File: config.mk
export PLATFORM = sky130hd
export DESIGN_NAME = complex_to_pixel
export DESIGN_NICKNAME = d
export VERILOG_FILES = /design/src/rtl/mandel_pkg.sv /design/src/rtl/serial_divider.sv /design/src/rtl/complex_to_pixel.sv
export SDC_FILE = /design/constraint.sdc
export NUM_CORES = 1
export LEC_CHECK = 0
export BUFFER_PORTS_ARGS = -buffer_cell sky130_fd_sc_hd__buf_2
export CORE_MARGIN = 8
export CORE_UTILIZATION = 40
export CTS_BUF_LIST = sky130_fd_sc_hd__clkbuf_8
export CTS_CLUSTER_SIZE = 20
export DETAILED_ROUTE_END_ITERATION = 8
export PLACE_DENSITY_LB_ADDON = 0.2
export SLEW_MARGIN = 40
export SYNTH_ARGS = -nofsm -noshare
export SYNTH_HDL_FRONTEND = slang
export SYNTH_SLANG_ARGS = --single-unit
File: constraint.sdc
create_clock -name clk -period 79 [get_ports clk]
set_input_delay 19.75 -clock clk [delete_from_list [all_inputs] [get_ports clk]]
set_output_delay 19.75 -clock clk [all_outputs]
set_load 0.01 [all_outputs]
File: src/rtl/mandel_pkg.sv
// mandel_pkg: shared fixed-point types, viewport constants and the pixel clamp helper.
package mandel_pkg;
  localparam int WORD_LENGTH = 16;
  localparam int FRAC = 8;
  localparam int COORD_W = 11;
  localparam int SCALE_SHIFT = 9;
  localparam int NUM_W = WORD_LENGTH + SCALE_SHIFT;
  typedef logic signed [WORD_LENGTH-1:0] fixed_t;
  localparam fixed_t ONE = fixed_t'(1) <<< FRAC;
  // Returns {in_range, coord}; skip marks a negative offset or a degenerate viewport.
  function automatic logic [COORD_W:0] clamp_coord(input logic [NUM_W-1:0] q, input logic skip,
                                                   input logic [COORD_W-1:0] dim);
    return skip ? '0 : (q >= NUM_W'(dim)) ? {1'b0, dim - COORD_W'(1)} : {1'b1, q[COORD_W-1:0]};
  endfunction
endpackage

File: src/rtl/serial_divider.sv
// serial_divider: unsigned restoring divider, one quotient bit per cycle; start also performs the first step.
module serial_divider #(
  parameter int NUM_W = 25,
  parameter int DEN_W = 16
) (
  input  logic             clk,
  input  logic             reset,
  input  logic             start_i,
  input  logic [NUM_W-1:0] num_i,
  input  logic [DEN_W-1:0] den_i,
  output logic             busy_o,
  output logic             done_o,
  output logic [NUM_W-1:0] quo_o
);
  localparam int CW = $clog2(NUM_W + 1);
  logic [DEN_W-1:0] rem_q, rem_d, rem_s, den_q, den_s;
  logic [NUM_W-1:0] quo_q, quo_d, num_s;
  logic [DEN_W:0] sh, diff;
  logic [CW-1:0] cnt_q;
  logic done_q, ge;
  always_comb begin
    rem_s = start_i ? '0 : rem_q;
    num_s = start_i ? num_i : quo_q;
    den_s = start_i ? den_i : den_q;
    sh = {rem_s, num_s[NUM_W-1]};
    diff = sh - {1'b0, den_s};
    ge = sh >= {1'b0, den_s};
    rem_d = ge ? diff[DEN_W-1:0] : sh[DEN_W-1:0];
    quo_d = {num_s[NUM_W-2:0], ge};
  end
  always_ff @(posedge clk) begin
    if (reset) begin
      rem_q <= '0;
      den_q <= '0;
      quo_q <= '0;
      cnt_q <= '0;
      done_q <= 1'b0;
    end else begin
      done_q <= !start_i && cnt_q == CW'(1);
      if (start_i || busy_o) begin
        rem_q <= rem_d;
        den_q <= den_s;
        quo_q <= quo_d;
        cnt_q <= start_i ? CW'(NUM_W - 1) : cnt_q - CW'(1);
      end
    end
  end
  assign busy_o = cnt_q != '0;
  assign done_o = done_q;
  assign quo_o = quo_q;
endmodule

File: src/rtl/complex_to_pixel.sv
// complex_to_pixel: maps a fixed-point complex point to the covering screen pixel under center/zoom.
// C2P_DUAL_DIV_EN: divide x and y concurrently on two dividers instead of sequentially on one.
module complex_to_pixel
  import mandel_pkg::*;
(
  input  logic               clk,
  input  logic               reset,
  input  logic [31:0]        zoom,
  input  fixed_t             real_center,
  input  fixed_t             imag_center,
  input  logic [COORD_W-1:0] screen_width,
  input  logic [COORD_W-1:0] screen_height,
  input  logic               in_valid,
  output logic               in_ready,
  input  fixed_t             re_in,
  input  fixed_t             im_in,
  output logic               out_valid,
  input  logic               out_ready,
  output logic [COORD_W-1:0] x_out,
  output logic [COORD_W-1:0] y_out,
  output logic               in_bounds
);
`ifdef C2P_DUAL_DIV_EN
  typedef enum logic [2:0] {IDLE, SETUP, DIV_X, DONE} state_t;
`else
  typedef enum logic [2:0] {IDLE, SETUP, DIV_X, DIV_Y, DONE} state_t;
`endif
  state_t state_q, state_d;
  logic [31:0] zoom_q;
  fixed_t rc_q, ic_q, re_q, im_q, wid, half, rmin, imax;
  logic [COORD_W-1:0] sw_q, sh_q;
  logic [WORD_LENGTH:0] dx, dy;
  logic [WORD_LENGTH-1:0] den;
  logic [NUM_W-1:0] num_x, num_y, qx, qy;
  logic [COORD_W:0] cx, cy;
  logic wz, busy_x, done_x;
  // Zoom beyond ONE shrinks the viewport width to zero; only the low FRAC+1 bits can divide ONE.
  always_comb begin
    wid = (|zoom_q[31:FRAC+1]) ? '0 :
          fixed_t'(WORD_LENGTH'(ONE[FRAC:0] / (zoom_q == 0 ? (FRAC+1)'(1) : zoom_q[FRAC:0])));
    half = wid >>> 1;
    rmin = rc_q - half;
    imax = ic_q + half;
    wz = wid == '0;
    dx = {re_q[WORD_LENGTH-1], re_q} - {rmin[WORD_LENGTH-1], rmin};
    dy = {imax[WORD_LENGTH-1], imax} - {im_q[WORD_LENGTH-1], im_q};
    num_x = (dx[WORD_LENGTH] | wz) ? '0 : {dx[WORD_LENGTH-1:0], SCALE_SHIFT'(0)};
    num_y = (dy[WORD_LENGTH] | wz) ? '0 : {dy[WORD_LENGTH-1:0], SCALE_SHIFT'(0)};
    den = wz ? WORD_LENGTH'(1) : wid;
  end
`ifdef C2P_DUAL_DIV_EN
  logic busy_y, done_y, start;
  assign start = state_q == DIV_X && !busy_x && !busy_y && !done_x;
  serial_divider #(.NUM_W(NUM_W), .DEN_W(WORD_LENGTH)) u_div_x (
    .clk, .reset, .start_i(start), .num_i(num_x), .den_i(den),
    .busy_o(busy_x), .done_o(done_x), .quo_o(qx));
  serial_divider #(.NUM_W(NUM_W), .DEN_W(WORD_LENGTH)) u_div_y (
    .clk, .reset, .start_i(start), .num_i(num_y), .den_i(den),
    .busy_o(busy_y), .done_o(done_y), .quo_o(qy));
`else
  logic [NUM_W-1:0] qx_q;
  // The cycle x completes is also the cycle y is launched on the same divider.
  serial_divider #(.NUM_W(NUM_W), .DEN_W(WORD_LENGTH)) u_div (
    .clk, .reset, .start_i(state_q == DIV_X && !busy_x), .num_i(done_x ? num_y : num_x), .den_i(den),
    .busy_o(busy_x), .done_o(done_x), .quo_o(qy));
  always_ff @(posedge clk) begin
    if (reset) qx_q <= '0;
    else if (state_q == DIV_X && done_x) qx_q <= qy;
  end
  assign qx = qx_q;
`endif
  always_comb begin
    state_d = state_q;
    case (state_q)
      IDLE:  if (in_valid) state_d = SETUP;
      SETUP: state_d = DIV_X;
`ifdef C2P_DUAL_DIV_EN
      DIV_X: if (done_x && done_y) state_d = DONE;
`else
      DIV_X: if (done_x) state_d = DIV_Y;
      DIV_Y: if (done_x) state_d = DONE;
`endif
      DONE:  if (out_ready) state_d = IDLE;
      default: state_d = IDLE;
    endcase
  end
  always_ff @(posedge clk) begin
    if (reset) begin
      state_q <= IDLE;
      zoom_q <= '0;
      rc_q <= '0;
      ic_q <= '0;
      re_q <= '0;
      im_q <= '0;
      sw_q <= '0;
      sh_q <= '0;
    end else begin
      state_q <= state_d;
      if (in_valid && in_ready) begin
        zoom_q <= zoom;
        rc_q <= real_center;
        ic_q <= imag_center;
        re_q <= re_in;
        im_q <= im_in;
        sw_q <= screen_width;
        sh_q <= screen_height;
      end
    end
  end
  assign cx = clamp_coord(qx, dx[WORD_LENGTH] | wz, sw_q);
  assign cy = clamp_coord(qy, dy[WORD_LENGTH] | wz, sh_q);
  assign in_ready = state_q == IDLE;
  assign out_valid = state_q == DONE;
  assign x_out = out_valid ? cx[COORD_W-1:0] : '0;
  assign y_out = out_valid ? cy[COORD_W-1:0] : '0;
  assign in_bounds = out_valid & cx[COORD_W] & cy[COORD_W];
endmodule

==> results.yml <==
floorplanning:
  die_area_um2: 53300
  fp.dieH_um: 231
  ios: 147
  fp-row-count: 78
  die_x_um: 231
  initial_core_util: 0.406
  core_area_um2: 45500
critical_path:
  max_stage_delay_ns: 0.66
  cpMaxStageDelayCell: "o31ai_1"
  end_kind: "primary output"
  worstSetupStartpointType: "flop"
  cp.required_ns: 59.25
  crit_buf_inv: 8
  crit_family: "compound AO/OA/AOI/OAI gates"
  crit_top_cell: "o21ai_0"
  crit_arrival_ns: 38.19
  path_max_fanout: 19
  critPathKind: "reg -> out"
outcome:
  outcome: "finished, final reports clean"
global_routing:
  grt_pass1_vias: 17400
  overflow: 0
  grt_first_pass_wirelength_um: 92900
  grt_max_degree: 82
  grt_usage: 0.210
  antenna_found_initial: 0
clocking:
  clockBufferDepth: 3
  clkLatencyLatePin_ns: 0.57
  postCtsHoldBufs: 0
  tritoncts: "built"
  postCtsSetupBuffers: 0
  clkTransAtPathRegs_ns: 0.06
  cts.htree.levels: 2
  numCtsBuffers: 36
  cts-resized-gates: 0
  cts-root-buf: "clkbuf_8"
  clock_sinks: 209
detailed_routing:
  first_pass_iters: 6
  drtAntennaViolNets: 0
  routed_wl_um: 58700
  num_vias: 18400
  vias_per_cell: 5.67
  first_iter_violations: 1536
  drc: 0
  wl_per_cell_um: 18.1
place:
  dp_cells: 3183
  io_buffers: 146
  dpl_cell_area_um2: 19700
  dp_slack_ns: 22.34
  dp_hpwl_um: 44700
  globalplace.congestion: 0.900
synthesis:
  ys_warn_count: 0
  synthesis.instances: 2534
  synth-main-ff-cell: "dfxtp_1"
  syn_area_um2: 18500
  ys_types: 99
  synth_area_per_cell_um2: 7.29
  yosysSeqAreaShare: 0.227
  async_reset_ff_frac: 0
  synth_edf_count: 0
  synth_seq_cells: 209
flow_run:
  maxCapViolations: 0
cells_and_area:
  fill_cells: 4761
  drive_gt1_frac: 0.110
  layout.nets: 2945
  n_antenna_cell: 0
  final_cells: 3246
  area_growth_pct: 10.3
  final_area_um2: 20400
timing:
  slew_headroom: 0.427
  setup_ws_ns: 21.06
  finClkSkew_ns: 0.0390
  slew_viol_final: 0
  period_minus_slack_ns: 57.94
  rsz0062_at_grt: "no"
  report.final.hold_viol_count: 0
  setup_viol: 0
  clock.fmax_ghz: 0.0173
  fin_tns_setup_ns: 0
  fin_crit_sh: 0.733
  worst_pin_slew_ns: 0.838
worst_hold_path:
  hp-class: "reg -> reg"
final timing paths:
kind,end,startpoint,slack [ns],depth (start not counted)
setup reg to reg,u_div.rem_q[7],zoom_q[19],37.06,179
setup / recovery,x_out[1],zoom_q[19],21.06,159
hold / removal,zoom_q[10],zoom_q[10],0.45,2
hold reg to reg,zoom_q[10],zoom_q[10],0.45,2
cells in the final DEF (no fill, tap or decap), drive strengths merged, types with 18 or more instances in the layout:
master | netlist | final
a31oi | 25 | 25
inv | 157 | 171
o21ai | 129 | 129
ha | 195 | 195
mux2i | 18 | 18
nor2 | 200 | 200
or3 | 28 | 28
clkbuf | 96 | 42
dfxtp | 209 | 209
o21bai | 18 | 18
a21boi | 28 | 28
and3 | 27 | 27
and2 | 32 | 32
a21oi | 285 | 285
nor2b | 25 | 25
a21o | 51 | 51
o21a | 27 | 27
a211oi | 44 | 44
nand3 | 34 | 34
o31ai | 20 | 20
nand2b | 32 | 32
nor4 | 28 | 28
nand4 | 21 | 21
xnor2 | 83 | 83
a311oi | 18 | 18
buf | 22 | 168
xor2 | 30 | 30
o211ai | 35 | 35
nor3 | 57 | 57
nand2 | 417 | 417
metal layers:
layer	share of wire	GRT usage	routed length, um
met3	0.061	0.0343	3610
met1	0.48	0.297	28200
met2	0.44	0.330	25800
met5	0	0	0
met4	0.019	0.0459	1110
worst register-to-register path, delay by kind of cell, from the launching register on:
family | cells | cell delay, ns
compound gates | 101 | 21.56
flops | 1 | 0.31
buf+inv | 5 | 0.69
xor+xnor | 1 | 0.18
simple gates | 50 | 11.85
fa+ha+maj | 17 | 5.48
mux | 5 | 1.79
cell usage after synthesis, types with 26 or more instances:
| cell type | instances | area [um^2] |
|---|---|---|
| ha_1 | 195 | 2440 |
| nor2_1 | 197 | 739 |
| xor2_1 | 30 | 263 |
| o211ai_1 | 33 | 248 |
| clkbuf_1 | 96 | 360 |
| and2_1 | 31 | 194 |
| nor3_1 | 57 | 285 |
| nand3_1 | 33 | 165 |
| nand2b_1 | 32 | 200 |
| o21ai_0 | 124 | 621 |
| xnor2_1 | 83 | 727 |
| a21o_1 | 51 | 383 |
| nand2_1 | 417 | 1570 |
| dfxtp_1 | 209 | 4180 |
| inv_1 | 156 | 586 |
| or3_1 | 28 | 175 |
| o21a_1 | 27 | 203 |
| and3_1 | 26 | 163 |
| a211oi_1 | 41 | 308 |
| a21oi_1 | 283 | 1420 |
through the flow:
stage,utilization,hold WS [ns]
finish,0.448,0.452
global placement,0.432,0.440
floorplan,-,0.424
CTS,0.447,0.453
global route,0.448,0.475
detailed placement,0.433,0.447
final cells by class:
class	instances	area, um^2	share of cell area
clock buffers	42	578	0.0284
clock inverters	19	96.3	0.00473
flip-flops and latches	209	4180	0.205
multi-input cells	2051	13200	0.650
inverters	157	589	0.0289
repair buffers	168	935	0.0459
well taps	600	751	0.0368
registers in the layout, indices dropped and copies added (netlist names), 11 cells and up:
register	flops
sh_q	11
im_q	16
zoom_q	32
sw_q	11
re_q	16
rc_q	16
u_div.rem_q	16
u_div.quo_o	25
qx	25
u_div.den_q	16
ic_q	16
kinds of logic (layout without fill, tap and decap cells):
logic type | count (synthesis) | after routing | share of synthesized area
AND/OR/NAND/NOR | 940 | 940 | 0.237
AO/OA/AOI/OAI | 760 | 760 | 0.266
buffers and inverters | 275 | 386 | 0.0580
flip-flops | 209 | 209 | 0.227
adder cells (fa/ha/maj) | 200 | 200 | 0.138
XOR/XNOR | 113 | 113 | 0.0536
multiplexers | 35 | 35 | 0.0208
other | 2 | 3 | 0.000407
Power is not shown: default switching activity piles up to over one toggle a cycle in this logic, so the estimate is an artifact.
